[config.mk]
export PLATFORM = sky130hd
export DESIGN_NAME = morse_encoder
export DESIGN_NICKNAME = d
export VERILOG_FILES = /design/src/rtl/morse_encoder.sv
export SDC_FILE = /design/constraint.sdc
export NUM_CORES = 1
export LEC_CHECK = 0
export ABC_AREA = 1
export CAP_MARGIN = 20
export CORE_MARGIN = 2
export CORE_UTILIZATION = 55
export CTS_CLUSTER_SIZE = 24
export DETAILED_ROUTE_END_ITERATION = 10
export HOLD_SLACK_MARGIN = 0.1
export PLACE_DENSITY = 0.75
export SYNTH_ARGS = -nofsm -noshare
export SYNTH_HDL_FRONTEND = slang
export SYNTH_SLANG_ARGS = --single-unit
[constraint.sdc]
create_clock -name clock -period 4.2 [get_ports clock]
set_input_delay 0.42 -clock clock [delete_from_list [all_inputs] [get_ports clock]]
set_output_delay 0.42 -clock clock [all_outputs]
set_load 0.02 [all_outputs]
[src/rtl/morse_encoder.sv]
// Plays a 10-bit Morse word on a single LED, MSB symbol pair first.
// Symbol encoding: 00 none, 01 dot, 11 line, 10 reserved (terminates).
module morse_encoder #(
  parameter int unsigned UNIT_CYCLES = 25_000_000,
  parameter int unsigned DOT_UNITS   = 1,
  parameter int unsigned LINE_UNITS  = 3,
  parameter int unsigned GAP_UNITS   = 1
) (
  input  logic       clock,
  input  logic       reset,
  input  logic       start,
  input  logic [9:0] code,
  output logic       led,
  output logic       busy,
  output logic       done,
  output logic [2:0] sym_count
);

  localparam logic [31:0] DOT_LOAD  = 32'(DOT_UNITS * UNIT_CYCLES);
  localparam logic [31:0] LINE_LOAD = 32'(LINE_UNITS * UNIT_CYCLES);
  localparam logic [31:0] GAP_LOAD  = 32'(GAP_UNITS * UNIT_CYCLES);

  typedef enum logic [2:0] {IDLE, SYM, ON, GAP, DONE} state_t;

  state_t      state, state_next;
  logic [9:0]  shreg, shreg_next;
  logic [31:0] timer, timer_next;
  logic [2:0]  sym_count_next;
  logic        led_next;

  // NOTE: sequential state uses non-blocking assignments so every register
  // samples the pre-edge values computed by the combinational block.
  always_ff @(posedge clock) begin
    if (reset) begin
      state     <= IDLE;
      shreg     <= '0;
      timer     <= '0;
      sym_count <= '0;
      led       <= 1'b0;
    end else begin
      state     <= state_next;
      shreg     <= shreg_next;
      timer     <= timer_next;
      sym_count <= sym_count_next;
      led       <= led_next;
    end
  end

  // NOTE: every output of this block gets a default first, so no path can
  // leave a signal unassigned and infer a latch.
  always_comb begin
    state_next     = state;
    shreg_next     = shreg;
    timer_next     = timer;
    sym_count_next = sym_count;
    led_next       = led;

    unique case (state)
      IDLE: begin
        led_next = 1'b0;
        if (start) begin
          shreg_next     = code;
          sym_count_next = '0;
          state_next     = SYM;
        end
      end
      SYM: begin
        if (sym_count == 3'd5) begin
          state_next = DONE;
        end else begin
          unique case (shreg[9:8])
            2'b01: begin
              timer_next = DOT_LOAD;
              led_next   = 1'b1;
              state_next = ON;
            end
            2'b11: begin
              timer_next = LINE_LOAD;
              led_next   = 1'b1;
              state_next = ON;
            end
            default: state_next = DONE;
          endcase
        end
      end
      ON: begin
        if (timer <= 32'd1) begin
          led_next   = 1'b0;
          timer_next = GAP_LOAD;
          state_next = GAP;
        end else begin
          timer_next = timer - 32'd1;
        end
      end
      GAP: begin
        if (timer <= 32'd1) begin
          timer_next     = '0;
          shreg_next     = shreg << 2;
          sym_count_next = sym_count + 3'd1;
          state_next     = SYM;
        end else begin
          timer_next = timer - 32'd1;
        end
      end
      DONE:    state_next = IDLE;
      default: state_next = IDLE;
    endcase
  end

  assign busy = (state != IDLE);
  assign done = (state == DONE);

endmodule

; Word-level counts from Yosys, hierarchy flattened
; Cells that the tools add are included.
[totals]
register_bits = 49
latch_bits = 0
mem_bits_rw = 0
romBits = 0
in_bits = 13
out_inout_bits = 6
elab_cells = 52
mem_count = 0
[op_classes]
add_sub_neg = 2
n_mul = 0
div = 0
order_cmp = 1
n_eq_ne = 13
n_shift = 0
muxes = 21
bitwise = 0
n_reduce_logical = 10
[op_table]
columns = cell, count
row1 = two-way mux 32 bit, 3
row2 = one-hot mux 32 bit (3 select lines), 1
row3 = one-hot mux 32 bit (2 select lines), 1
row4 = "less-or-equal comparator 32 x 1 -> 1 bit, second input constant", 1
row5 = "subtractor 32 x 1 -> 32 bit, second input constant", 1
row6 = two-way mux 3 bit, 7
row7 = two-way mux 10 bit, 2
row8 = one-hot mux 10 bit (2 select lines), 1
row9 = one-hot mux 3 bit (4 select lines), 1
row10 = "!= test 2 bit, second input constant", 5
row11 = AND reduction 3 bit, 3
row12 = nonzero test 3 bit, 3
row13 = "equality test 3 x 2 -> 1 bit, second input constant", 2
row14 = "equality test 3 bit, second input constant", 2
row15 = one-hot mux 3 bit (2 select lines), 1
row16 = AND reduction 4 bit, 1
row17 = "adder 3 x 1 -> 3 bit, second input constant", 1
row18 = "equality test 3 x 1 -> 1 bit, second input constant", 1
row19 = zero test 3 bit, 1
row20 = two-way mux 1 bit, 3
row21 = "!= test 3 bit, second input constant", 1
row22 = one-hot mux 1 bit (3 select lines), 1
row23 = "equality test 2 x 1 -> 1 bit, second input constant", 1
row24 = "equality test 2 bit, second input constant", 1
row25 = 2 further kinds, 2

; Longest topological paths before layout
[depth]
word_depth = 5
ltp_mapped = 12
depth_no_buf = 12

; Worst setup path after synthesis
; OpenSTA, ideal clock, no wires.
[synth_timing]
path_kind = reg-to-reg
start = register sym_count[1]
end = register timer[17]
setup_ns = 0.117
arrival_time_ns = 1.669
required_ns = 4.083
slack_ns = 2.414
path_stages_with_launch = 12
n_path_buf = 1
synth_period_minus_slack_ns = 1.786
path_cell_list = dfxtp_1 inv_1 ha_1 nand2_1 nand2_1 nand2_1 nand2_1 nor2_2 inv_1 o21ai_4 buf_6 nor2_2
[synth_via]
elab_chain_len = 3
[synth_lines]
columns = element, line_no
row1 = from (decl), 16  ; output logic [2:0] sym_count
row2 = from (signal assigned), 44  ; sym_count <= sym_count_next;
row3 = equality test 3 bit, 68  ; if (sym_count == 3'd5) begin
row4 = != test 2 bit (no source line), -
row5 = AND reduction 3 bit (no source line), -
row6 = to (signal assigned), 43  ; timer <= timer_next;
row7 = to (decl), 27  ; logic [31:0] timer, timer_next;
; No other way between the ends.
; A chain may end at the register's enable or synchronous reset.

; Worst setup path after layout
[layout_timing]
start = register sym_count[1]
end = register timer[10]
; Same word-level chain as after synthesis.

==> metrics.txt <==
# TYPE chip_impl_metric gauge
chip_impl_info{name="route.top_layer_used",value="met4"} 1
chip_impl_metric{name="seq_area_frac_synth",unit=""} 0.344
chip_impl_metric{name="detail_route.wirelength.met1",unit="um"} 3080
chip_impl_metric{name="route.final.wire_length",unit="um"} 6440
chip_impl_metric{name="mappedNetlistNets",unit=""} 449
chip_impl_metric{name="power.share.combinational",unit=""} 0.636
chip_impl_metric{name="worst_hold_slack",unit="ns"} 0.467
chip_impl_metric{name="worst_ep_required_time",unit="ns"} 4.38
chip_impl_info{name="hold_path_startpoint",value="shreg[7]"} 1
chip_impl_metric{name="sequential_cell_area",unit="sq um"} 981
chip_impl_info{name="ys_top_cells_by_area",value="dfxtp_1 (34%), nand2_1 (16%), nor2_1 (7.9%)"} 1
chip_impl_info{name="endpoint",value="timer[10]"} 1
chip_impl_metric{name="floorplan.io_pins",unit=""} 19
chip_impl_info{name="final_cell_mix",value="nand2_1 (118), nor2_1 (60), dfxtp_1 (49), nand3_1 (41), inv_1 (37)"} 1
chip_impl_metric{name="areaGrowthSynthToFinish",unit="%"} 11.4
chip_impl_metric{name="fp.dieArea",unit="sq um"} 5780
chip_impl_metric{name="postCtsSetupBuffers",unit=""} 0
chip_impl_metric{name="clockBufferDepth",unit=""} 2
chip_impl_metric{name="rrSetupSlack",unit="ns"} 1.75
chip_impl_metric{name="grt_max_degree",unit=""} 26
chip_impl_metric{name="post_drt_via_cell_ratio",unit=""} 5.23
chip_impl_metric{name="power.density",unit="nW/um^2"} 923
chip_impl_metric{name="die_width",unit="um"} 76.0
chip_impl_metric{name="grt_antenna_before_repair",unit=""} 0
chip_impl_info{name="tritoncts_clock_tree",value="yes"} 1
chip_impl_metric{name="hpwl",unit="um"} 4890
chip_impl_metric{name="p_int",unit="mW"} 1.36
chip_impl_metric{name="synth_top_area_frac",unit=""} 0.344
chip_impl_metric{name="reg2reg_depth",unit=""} 11
chip_impl_metric{name="postPlaceCellArea",unit="sq um"} 3080
chip_impl_info{name="r2r_start",value="sym_count[1]"} 1
chip_impl_metric{name="synthDistinctLibCells",unit=""} 28
chip_impl_metric{name="finalSetupViolations",unit=""} 0
chip_impl_metric{name="power_share_of_the_sequential_group",unit=""} 0.261
chip_impl_metric{name="max-slew-margin-rel",unit=""} 0.554
chip_impl_metric{name="cts_hold_buf",unit=""} 0
chip_impl_metric{name="async_flop_share",unit=""} 0
chip_impl_info{name="yosys_most_used_dff",value="dfxtp_1"} 1
chip_impl_metric{name="avgRoutedWirePerCell",unit="um"} 12.4
chip_impl_metric{name="ant_nets",unit=""} 0
chip_impl_metric{name="grt_pass1_wl",unit="um"} 11400
chip_impl_info{name="rsz0062_at_grt",value="false"} 1
chip_impl_metric{name="drive_gt1_frac",unit=""} 0.0889
chip_impl_info{name="layout_commonest_cell",value="nand2_1"} 1
chip_impl_metric{name="core_region_area",unit="sq um"} 5040
chip_impl_info{name="critPathLaunchType",value="flip-flop"} 1
chip_impl_metric{name="drt_pass1_iterations",unit=""} 5
chip_impl_metric{name="synth_area_per_cell",unit="sq um"} 6.60
chip_impl_metric{name="postLayoutSetupSlackWorst",unit="ns"} 1.75
chip_impl_metric{name="route.vias.total",unit=""} 2720
chip_impl_metric{name="number_of_slew_limit_violations_in_the_final_report",unit=""} 0
chip_impl_metric{name="synth_warnings",unit=""} 0
chip_impl_metric{name="critical_path_peak_fanout",unit=""} 23
chip_impl_metric{name="power.share.clock",unit=""} 0.103
chip_impl_metric{name="drtIter0Drc",unit=""} 174
chip_impl_metric{name="insertion_delay",unit="ns"} 0.31
chip_impl_metric{name="syn-instance-count",unit=""} 432
chip_impl_metric{name="wl_met3",unit="um"} 392
chip_impl_metric{name="dp_worst_setup_slack",unit="ns"} 1.75
chip_impl_metric{name="post_synth_instance_area",unit="sq um"} 2850
chip_impl_metric{name="final_nets",unit=""} 466
chip_impl_metric{name="tightestPinTransition",unit="ns"} 0.664
chip_impl_metric{name="core.rowCount",unit=""} 26
chip_impl_metric{name="switching_share",unit=""} 0.537
chip_impl_metric{name="total_switching_power",unit="mW"} 1.57
chip_impl_metric{name="setup_tns",unit="ns"} 0
chip_impl_metric{name="cp.arrival",unit="ns"} 2.63
chip_impl_metric{name="cts_resized",unit=""} 0
chip_impl_metric{name="place.gp.congestion",unit=""} 0.969
chip_impl_info{name="synth.largest_area_cell",value="dfxtp_1"} 1
chip_impl_metric{name="area_taken_by_multi_input_logic_gates",unit="sq um"} 1670
chip_impl_metric{name="final_min_period_over_clock_period",unit=""} 0.585
chip_impl_metric{name="layout.filler_cells",unit=""} 467
chip_impl_metric{name="first_global_vias",unit=""} 2472
chip_impl_info{name="hold_path_class",value="flip-flop to flip-flop"} 1
chip_impl_metric{name="p_total",unit="mW"} 2.93
chip_impl_metric{name="groute.usage.overall",unit=""} 0.236
chip_impl_metric{name="drt_drc_violations_left",unit=""} 0
chip_impl_info{name="reg2reg_to",value="timer[10]"} 1
chip_impl_metric{name="antenna-diode-count",unit=""} 0
chip_impl_info{name="outcome",value="completed"} 1
chip_impl_metric{name="cap_violations",unit=""} 0
chip_impl_metric{name="worst_ir_drop_vdd",unit="mV"} 0.404
chip_impl_metric{name="synth_enable_flop_cells",unit=""} 0
chip_impl_metric{name="clkSinkCount",unit=""} 49
chip_impl_metric{name="yosys_register_bits",unit=""} 49
chip_impl_info{name="worstSetupEndpointType",value="flip-flop"} 1
chip_impl_metric{name="clock_tree.htree_level_count",unit=""} 2
chip_impl_metric{name="clk_pin_slew",unit="ns"} 0.10
chip_impl_metric{name="die_h",unit="um"} 76.0
chip_impl_metric{name="power.leakage",unit="nW"} 1.42
chip_impl_metric{name="tritoncts.num_buffers",unit=""} 5
chip_impl_metric{name="post_route_standard_cell_area_excluding_fillers",unit="sq um"} 3180
chip_impl_metric{name="final-hold-violation-count",unit=""} 0
chip_impl_info{name="cts_root_buffer",value="clkbuf_8"} 1
chip_impl_metric{name="max_clock_freq",unit="MHz"} 407
chip_impl_info{name="timing.setup.critical_path_class",value="flip-flop to flip-flop"} 1
chip_impl_metric{name="wl_met2",unit="um"} 2900
chip_impl_metric{name="place.port_buffers",unit=""} 18
chip_impl_metric{name="grt_remaining_overflow",unit=""} 0
chip_impl_info{name="crit_path_start",value="sym_count[1]"} 1
chip_impl_metric{name="finalCriticalPeriod",unit="ns"} 2.45
chip_impl_metric{name="clock-skew-final",unit="ns"} 0.00969
chip_impl_metric{name="start_util",unit=""} 0.566
-- routing by layer --
layer,vias to the layer above,global-route usage
met5,-,0
met4,0,0.0600
met3,8,0.0438
met2,66,0.379
met1,1240,0.332
li1,1406,-
-- cell usage after synthesis (4+ instances only) --
master and count:
nand4_1 9, ha_1 4, nor2_1 60, xnor2_1 6
nand3_1 41, o21ai_0 8, xor2_1 18, inv_1 37
nand2_1 118, a21oi_1 33, nor2_2 19, dfxtp_1 49
clkbuf_1 5
-- cells by family (layout without fill, tap and decap cells) --
family / after synthesis / count (layout) / share of synthesized area
flops: 49 / 49 / 0.344
simple gates: 263 / 263 / 0.413
compound gates: 43 / 43 / 0.0799
xor+xnor: 24 / 24 / 0.0737
buf+inv: 49 / 67 / 0.0715
fa+ha+maj: 4 / 4 / 0.0176
-- sequential cells by signal, indices dropped and copies added, names as in the netlist --
signal and flops:
timer 32, shreg 10, state 3, sym_count 3, led 1
-- per-stage QoR --
| stage | instances | util |
|---|---|---|
| after floorplan | 432 | - |
| after global placement | 512 | 0.611 |
| after detailed placement | 512 | 0.611 |
| after CTS | 520 | 0.630 |
| after global routing | 520 | 0.630 |
| final | 520 | 0.630 |
-- worst max-delay path, cell delays in order, from the launching register on --
cell,delay [ns]
dfxtp_1,0.38
inv_1,0.08
ha_1,0.18
nand2_1,0.08
nand2_1,0.05
nand2_1,0.09
nand2_1,0.08
nor2_2,0.08
buf_4,0.25
inv_1,0.34
o21ai_4,0.59
nor2_1,0.11
-- how the worst min path moves through the flow --
| stage | to | slack (ns) | depth (start not counted) |
|---|---|---|---|
| detailed placement | shreg[7] | 0.45 | 2 |
| floorplan | shreg[0] | 0.44 | 2 |
| global placement | shreg[7] | 0.45 | 2 |
| CTS | shreg[7] | 0.47 | 2 |
| finish | shreg[7] | 0.47 | 2 |
| global route | shreg[7] | 0.49 | 2 |
-- final cells by class --
cell class                 count  area share
clock inverter                 3     0.00906
clock buffer                   5      0.0217
inverter                      39      0.0469
sequential                    49       0.309
timing repair buffer          20      0.0614
multi-input combinational    334       0.525
tap                           70      0.0276
-- power by group through the flow --
stage          combinational [mW]  sequential [mW]  clock (mW)
2_1_floorplan                1.49            0.741           0
3_3_place_gp                 1.82            0.768           0
3_5_place_dp                 1.84            0.769           0
4_1_cts                      1.85            0.761       0.311
5_1_grt                      2.12            0.784       0.325
6_report                     1.87            0.765       0.301
(Power assumes the default switching activity.)
